### config.mk
export PLATFORM = sky130hd
export DESIGN_NAME = fetch_queue_flat
export DESIGN_NICKNAME = d
export VERILOG_FILES = /design/src/rtl/fetch_queue_if.sv /design/src/rtl/fetch_queue.sv /design/src/flat_wrapper.sv
export SDC_FILE = /design/constraint.sdc
export NUM_CORES = 1
export LEC_CHECK = 0
export ABC_AREA = 1
export BUFFER_PORTS_ARGS = -buffer_cell sky130_fd_sc_hd__buf_2
export CAP_MARGIN = 15
export CORE_MARGIN = 1.5
export CORE_UTILIZATION = 40
export DETAILED_ROUTE_END_ITERATION = 10
export HOLD_SLACK_MARGIN = 0.02
export PLACE_DENSITY_LB_ADDON = 0.05
export SKIP_CTS_REPAIR_TIMING = 1
export SYNTH_ARGS = -nofsm -noshare
export SYNTH_HDL_FRONTEND = slang
export SYNTH_SLANG_ARGS = --single-unit
### constraint.sdc
create_clock -name clk -period 8.45 [get_ports clk]
set_input_delay 0.4225 -clock clk [delete_from_list [all_inputs] [get_ports clk]]
set_output_delay 0.4225 -clock clk [all_outputs]
set_load 0.03 [all_outputs]
### src/rtl/fetch_queue_if.sv
// fetch_queue_if -- handshake bundle between the fetch stage, the fetch queue
// and decode. The slave modport is the queue's view; the master modport is the
// view of whatever drives the fetch side and consumes the decode side.
interface fetch_queue_if #(
  parameter int DEPTH = 4
);
  localparam int CW = $clog2(DEPTH) + 1;

  // redirect: discard every queued entry
  logic          flush;

  // fetch side
  logic          in_valid;
  logic [31:0]   in_pc;
  logic [31:0]   in_inst;
  logic          in_ready;

  // decode side
  logic          out_valid;
  logic [31:0]   out_pc;
  logic [31:0]   out_inst;
  logic          out_ready;

  // occupancy
  logic [CW-1:0] count;

  modport slave (
    input  flush,
    input  in_valid,
    input  in_pc,
    input  in_inst,
    output in_ready,
    output out_valid,
    output out_pc,
    output out_inst,
    input  out_ready,
    output count
  );

  modport master (
    output flush,
    output in_valid,
    output in_pc,
    output in_inst,
    input  in_ready,
    input  out_valid,
    input  out_pc,
    input  out_inst,
    output out_ready,
    input  count
  );
endinterface

### src/rtl/fetch_queue.sv
// fetch_queue -- small circular buffer of {pc, inst} pairs between
// instruction fetch and decode. DEPTH must be a power of two in 2..16.
// Optional macro FETCH_QUEUE_BYPASS_EN: when the queue is empty, an offered
// entry is presented to decode combinationally in the same cycle and, if
// decode takes it, it is never stored.
module fetch_queue #(
  parameter int DEPTH = 4
) (
  input logic           clk,
  input logic           rst,   // asynchronous, active-low
  fetch_queue_if.slave  bus
);
  localparam int PW = $clog2(DEPTH);
  localparam int CW = PW + 1;

  // storage is deliberately left without reset; nothing exposes it while empty
  logic [31:0]   r_pc_mem   [DEPTH];
  logic [31:0]   r_inst_mem [DEPTH];

  logic [PW-1:0] r_wr_ptr;
  logic [PW-1:0] r_rd_ptr;
  logic [CW-1:0] r_count;

  logic          w_empty;
  logic          w_in_ready;
  logic          w_enq;
  logic          w_deq;
  logic          w_out_valid;
  logic [31:0]   w_out_pc;
  logic [31:0]   w_out_inst;

  // in_ready is a pure function of state: a full queue never accepts, even
  // while an entry is leaving in the same cycle
  assign w_empty    = (r_count == '0);
  assign w_in_ready = (r_count < CW'(DEPTH));

  // a dequeue only ever removes a stored entry
  assign w_deq = ~w_empty & bus.out_ready;

`ifdef FETCH_QUEUE_BYPASS_EN
  logic w_bypass;

  // empty queue with a live offer: hand it straight through to decode
  assign w_bypass = w_empty & bus.in_valid & ~bus.flush;

  // a bypassed entry that decode takes this cycle is not stored
  assign w_enq = bus.in_valid & w_in_ready & ~(w_bypass & bus.out_ready);

  // head presentation: bypassed offer, stored head, or zeros when idle
  always_comb begin
    w_out_valid = 1'b0;
    w_out_pc    = 32'h0;
    w_out_inst  = 32'h0;
    if (w_bypass) begin
      w_out_valid = 1'b1;
      w_out_pc    = bus.in_pc;
      w_out_inst  = bus.in_inst;
    end else if (!w_empty) begin
      w_out_valid = 1'b1;
      w_out_pc    = r_pc_mem[r_rd_ptr];
      w_out_inst  = r_inst_mem[r_rd_ptr];
    end
  end
`else
  assign w_enq = bus.in_valid & w_in_ready;

  // head presentation: stored head only, zeros when empty (no in->out path)
  always_comb begin
    w_out_valid = 1'b0;
    w_out_pc    = 32'h0;
    w_out_inst  = 32'h0;
    if (!w_empty) begin
      w_out_valid = 1'b1;
      w_out_pc    = r_pc_mem[r_rd_ptr];
      w_out_inst  = r_inst_mem[r_rd_ptr];
    end
  end
`endif

  // write the accepted entry at the tail; a flush discards it
  always_ff @(posedge clk) begin
    if (w_enq && !bus.flush) begin
      r_pc_mem[r_wr_ptr]   <= bus.in_pc;
      r_inst_mem[r_wr_ptr] <= bus.in_inst;
    end
  end

  // pointer and occupancy control; flush overrides any same-cycle transfer,
  // and the power-of-two depth makes the pointer wrap a plain overflow
  always_ff @(posedge clk or negedge rst) begin
    if (!rst) begin
      r_wr_ptr <= '0;
      r_rd_ptr <= '0;
      r_count  <= '0;
    end else if (bus.flush) begin
      r_wr_ptr <= '0;
      r_rd_ptr <= '0;
      r_count  <= '0;
    end else begin
      if (w_enq) r_wr_ptr <= r_wr_ptr + PW'(1);
      if (w_deq) r_rd_ptr <= r_rd_ptr + PW'(1);
      case ({w_enq, w_deq})
        2'b10:   r_count <= r_count + CW'(1);
        2'b01:   r_count <= r_count - CW'(1);
        default: r_count <= r_count;
      endcase
    end
  end

  assign bus.in_ready  = w_in_ready;
  assign bus.out_valid = w_out_valid;
  assign bus.out_pc    = w_out_pc;
  assign bus.out_inst  = w_out_inst;
  assign bus.count     = r_count;

endmodule

### src/flat_wrapper.sv
// flat-port wrapper written by rule: the top's interface ports become plain ports
module fetch_queue_flat 
#(
  parameter int DEPTH = 4
)
  (clk, rst, bus_flush, bus_in_valid, bus_in_pc, bus_in_inst, bus_in_ready, bus_out_valid, bus_out_pc, bus_out_inst, bus_out_ready, bus_count);
  fetch_queue_if #(.DEPTH(DEPTH)) bus_i ();
  input logic clk;
  input logic rst;
  input wire logic [$bits(bus_i.flush)-1:0] bus_flush;
  input wire logic [$bits(bus_i.in_valid)-1:0] bus_in_valid;
  input wire logic [$bits(bus_i.in_pc)-1:0] bus_in_pc;
  input wire logic [$bits(bus_i.in_inst)-1:0] bus_in_inst;
  output wire logic [$bits(bus_i.in_ready)-1:0] bus_in_ready;
  output wire logic [$bits(bus_i.out_valid)-1:0] bus_out_valid;
  output wire logic [$bits(bus_i.out_pc)-1:0] bus_out_pc;
  output wire logic [$bits(bus_i.out_inst)-1:0] bus_out_inst;
  input wire logic [$bits(bus_i.out_ready)-1:0] bus_out_ready;
  output wire logic [$bits(bus_i.count)-1:0] bus_count;
  assign bus_i.flush = bus_flush;
  assign bus_i.in_valid = bus_in_valid;
  assign bus_i.in_pc = bus_in_pc;
  assign bus_i.in_inst = bus_in_inst;
  assign bus_in_ready = bus_i.in_ready;
  assign bus_out_valid = bus_i.out_valid;
  assign bus_out_pc = bus_i.out_pc;
  assign bus_out_inst = bus_i.out_inst;
  assign bus_i.out_ready = bus_out_ready;
  assign bus_count = bus_i.count;
  fetch_queue #(.DEPTH(DEPTH)) u_core (.clk(clk), .rst(rst), .bus(bus_i));
endmodule
* Word-level counts from Yosys, hierarchy flattened
Memories as Yosys holds them, arrays and structs flattened.
Cells that the tools add are included.
** Word-level totals
- Register bits after elaboration :: 7
- RAM bits :: 256
- Bits of input ports :: 69
- Output and inout bits :: 69
- Word-level logic and storage cells :: 32
- Memories :: 2
** Memory list
- u_core.r_inst_mem :: words 4, width 32, read ports 1, clocked after memory_dff 0, write ports 1, line fetch_queue.sv:18 : logic [31:0] r_inst_mem [DEPTH];
- u_core.r_pc_mem :: words 4, width 32, read ports 1, clocked after memory_dff 0, write ports 1, line fetch_queue.sv:17 : logic [31:0] r_pc_mem [DEPTH];
** Cells by class
- $add $sub $neg :: 4
- $lt $le $gt $ge :: 1
- Eq/ne operators :: 2
- Multiplexer cells :: 11
- Bitwise gates (word level) :: 3
- Reduce and logical (&&, ||, !) cells :: 6
** Operator list (count)
- $mux 32 :: 2
- $mux 2 :: 4
- $pmux 3 s2 :: 1
- $add 2x1->2 const B :: 2
- $reduce_bool 2->1 :: 2
- $add 3x1->3 const B :: 1
- $logic_not 3->1 :: 1
- $lt 3x3->1 const B :: 1
- $mux 1 :: 3
- $mux 3 :: 1
- $reduce_bool 3->1 :: 1
- $sub 3x1->3 const B :: 1
- $and 1x1->1 :: 2
- $eq 2x1->1 const B :: 1
- $eq 2x2->1 const B :: 1
- $logic_and 1x1->1 :: 1
- $logic_not 1->1 :: 1
- $not 1->1 :: 1

* Depth between registers and ports, before layout
- Word-level depth :: 6
- Depth in mapped cells :: 8
- Mapped depth without buffers :: 8

* Least setup slack after synthesis
No wires, ideal clock.
- Path kind :: register to register
- Start point :: reg u_core.r_count[2] (netlist: u_core.bus.count[2])
- End point :: mem u_core.r_inst_mem[0][0], enable pin
- Data arrival time :: 3.816 ns
- Data required time :: 7.964 ns
- Slack :: 4.148 ns
- Stages on the path, launching flop included :: 6
- Path buffers :: 0
- Cells stage by stage :: dfrtp_1 inv_1 nand2_1 nor2_1 inv_1 nor2_1
** On the way
- Longest elaborated chain between the ends :: 5
** RTL lines
- from (decl) :: line fetch_queue.sv:22 : logic [CW-1:0] r_count;
- from (signal assigned) :: line fetch_queue.sv:103 : 2'b10: r_count <= r_count + CW'(1);
- from (signal assigned) :: line fetch_queue.sv:104 : 2'b01: r_count <= r_count - CW'(1);
- from (signal assigned) :: line fetch_queue.sv:105 : default: r_count <= r_count;
- $lt 3x3->1 :: line fetch_queue.sv:35 : assign w_in_ready = (r_count < CW'(DEPTH));
- net bus_in_ready :: line flat_wrapper.sv:14 : output wire logic [$bits(bus_i.in_ready)-1:0] bus_in_ready;
- $and 1x1->1 :: line fetch_queue.sv:65 : assign w_enq = bus.in_valid & w_in_ready;
- $logic_and 1x1->1 :: line fetch_queue.sv:82 : if (w_enq && !bus.flush) begin
- $mux 1 :: line fetch_queue.sv:82
- $mux 1 (implied by the code) :: line fetch_queue.sv:84 : r_inst_mem[r_wr_ptr] <= bus.in_inst;
- to (decl) :: line fetch_queue.sv:18
The timed path passes the listed nets, and every way through them passes these cells.

* Worst setup path in the final report
- Start point :: reg u_core.r_rd_ptr[0]
- End point :: out bus_out_pc[20]
** On the way
- Longest elaborated chain between the ends :: 2
** RTL lines
- from (decl) :: line fetch_queue.sv:21 : logic [PW-1:0] r_rd_ptr;
- from (signal assigned) :: line fetch_queue.sv:101 : if (w_deq) r_rd_ptr <= r_rd_ptr + PW'(1);
- $mem_v2 4x32
- $mux 32 :: line fetch_queue.sv:72 : if (!w_empty) begin
- to (decl) :: line flat_wrapper.sv:16 : output wire logic [$bits(bus_i.out_pc)-1:0] bus_out_pc;
Every way passes these cells.

==> results.md <==
- Num ports: about 140
- Max_cap viols: 0
- Max-slew violations: 0
- Clock buffers created by TritonCTS: 28
- Synth Area per Inst: about 13 um^2
- Setup Skew: 0.00967 ns
- Slew @ Worst Pin: about 1.1 ns
- Final Critical Period: between 3 and 4 ns
- Synthesized cell area: between 10000 and 15000 um^2
- Slew headroom: between 20% and 30%
- Reg-to-Reg End: u_core.r_pc_mem[0][7]$_DFFE_PP_
- Clock transition at the registers of the reported paths: roughly 0.06 ns
- Synth Net Count: between 800 and 900
- H-tree levels: 1
- Family with the most delay on the worst path: buffers and inverters
- Buf/Inv on CP: 3
- Cell with the largest stage delay on the worst path: buf_4
- GRT Resource Usage Total: between 15 and 20%
- TNS Setup: 0 ns
- Worst Reg2Reg Path Length in Cells: 6
- Critical-path cell list: clkinv_2 > buf_4 > o21ai_0 > a21oi_1 > buf_2
- Number of global-route vias before repair: between 6000 and 7000
- Hold Vio Cnt, Final: 0
- Die X: roughly 160 um
- Synth Warn #: 0
- R2R setup slack: 5.79 ns
- Vias: between 6000 and 7000
- VDD IR-drop max: between 0.0002 and 0.00025 V
- DR DRC count: 0
- CTS Sinks: approximately 260
- Worst Setup Start Kind: flip-flop
- Synth Register Bits: 263
- Most common cell after layout, fill and taps aside: nor2_1
- Initial antenna violation count: 6
- First-pass DRT Iterations: 5
- Worst Hold End: u_core.r_pc_mem[0][8]$_DFFE_PP_
- Setup violators final: 0
- Final GP Congestion: around 0.76
- Final ANT Viol Nets: 0
- Cells after Synth: between 800 and 900
- Leak: approximately 4.4 nW
- Layout Nets: between 1000 and 1500
- Die footprint: roughly 27000 um^2
- Worst Hold Class: primary input to flip-flop
- Commonest non-fill, non-tap cells in the layout: 261 x nor2_1, 256 x edfxtp_1, 137 x buf_2, 132 x o21ai_0, 65 x a21oi_1
- # port buffers: 137
- Drt total wl: ~24000 um
- Root buffer cell: clkbuf_16
- Worst endpoint data arrival time: 3.16 ns
- Hold Path Origin: bus_in_pc[8]
- Critical path's largest stage delay: 0.82 ns
- Max Freq: approximately 280 MHz
- Hold Slack: ~0.11 ns
- Grt ovf: 0
- Cell taking the most area after synthesis: edfxtp_1
- CTS tree: done
- Core footprint: between 20000 and 30000 um^2
- Sequential fraction of the synthesis area: ~76%
- DR WL/cell: 18.4 um
- Fillers: approximately 2300
- Critical Path RT: between 8 and 9 ns
- CP endpoint kind: output pin
- Layout cell share with drive strength beyond 1: about 20%
- FP Rows: 58
- RSZ-0062 raised after global routing: false
- Initial DRC count: around 400
- Worst-path fanout max: 106
- Main area contributors after synthesis: edfxtp_1 74%, nor2_1 9.6%, o21ai_0 6.4%
- HPWL after DPL: roughly 13000 um
- Initial Util: slightly above 40%
- Pwr dens: 341 nW/um^2
- Skew-Pair Late Insertion Delay: 0.53 ns
- Die Y: 164 um
- Hold path depth: 1
- Status: finished clean
- Post-synth top area share: between 70% and 80%
- First-pass GRT wire length: 36600 um
- DR vias/cell: just over 5
- Power Total: roughly 4.2 mW
- Clock buffer depth: 3
- Area grow syn2layout: 17.8%
- Reg2reg start: u_core.bus.count[2]$_DFFE_PN0P_
- Largest net degree at the start of global routing: between 100 and 150
- Netlist cell types: 25
- Crit path kind: flip-flop to output pin
- Final Cycle Share: roughly 42%
[sequential cells by signal (all words and copies together) (netlist names)]
register and count:
u_core.bus.count 3, u_core.r_wr_ptr 2, u_core.r_pc_mem 128, u_core.r_rd_ptr 2
u_core.r_inst_mem 128
[worst max-delay path by stage]
stage	from	to	cells past startpoint
6_report	u_core.r_rd_ptr[0]$_DFFE_PN0P_	bus_out_pc[20]	5
5_1_grt	u_core.r_rd_ptr[0]$_DFFE_PN0P_	bus_out_pc[20]	5
4_1_cts	u_core.r_rd_ptr[0]$_DFFE_PN0P_	bus_out_pc[20]	5
3_5_place_dp	u_core.r_rd_ptr[0]$_DFFE_PN0P_	bus_out_pc[20]	5
3_3_place_gp	u_core.r_rd_ptr[0]$_DFFE_PN0P_	bus_out_pc[20]	5
2_1_floorplan	u_core.bus.count[2]$_DFFE_PN0P_	u_core.r_inst_mem[0][0]$_DFFE_PP_	5
[power breakdown]
group	switching, mW	internal (mW)
combinational	1.03	0.327
clock	0.470	0.775
sequential	0.0431	1.54
total	1.54	2.64
[cell type report]
cell class                 count  area (um^2)  share of cell area (%)
antenna                        3         7.51                  0.0612
sequential                   263         7870                    64.2
clock inverter                15          191                    1.56
tap                          330          413                    3.37
multi-input combinational    492         2200                    18.0
timing repair buffer         147          763                    6.23
clock buffer                  36          752                    6.14
inverter                      15         57.6                   0.470
[metal layers]
metal	up-vias	global-route usage [%]	wire, um
met5	-	0	21
met2	182	31.2	11700
met4	4	5.58	554
met1	3203	22.5	10200
met3	38	3.46	1360
li1	3154	-	-
[stage by stage]
step	cell area (um^2)	worst slack [ns]	std cells	util (%)
finish	12300	4.87	1301	48.4
global route	12300	4.59	1300	48.4
CTS	12200	4.82	1297	48.3
detailed placement	11300	5.41	1246	44.6
global placement	11300	5.51	1246	44.6
floorplan	10400	4.15	818	-
[Yosys cell counts]
master	instances
a21oi_1	65
buf_1	3
buf_2	18
buf_4	3
buf_6	12
clkbuf_1	9
clkbuf_2	3
dfrtp_1	7
edfxtp_1	256
fa_1	1
ha_1	4
inv_1	13
inv_2	2
nand2_1	15
nand2_2	1
nand2_4	1
nand3_1	2
nand3b_1	1
nand4_1	1
nor2_1	265
nor2_2	1
nor3_1	1
nor3b_1	1
o21ai_0	132
o21bai_1	1
[cells by family (layout without fill, tap and decap cells)]
group                      after synthesis  count (layout)  synth area share (%)
AOI/OAI and AO/OA                      198             198                  9.55
adders and majority gates                5               5                 0.674
buffers and inverters                   63             213                  3.50
DFF                                    263             263                  75.6
other                                    0               3                     0
and+or+nand+nor                        289             289                  10.7
Power figures use the tool's default switching activity.
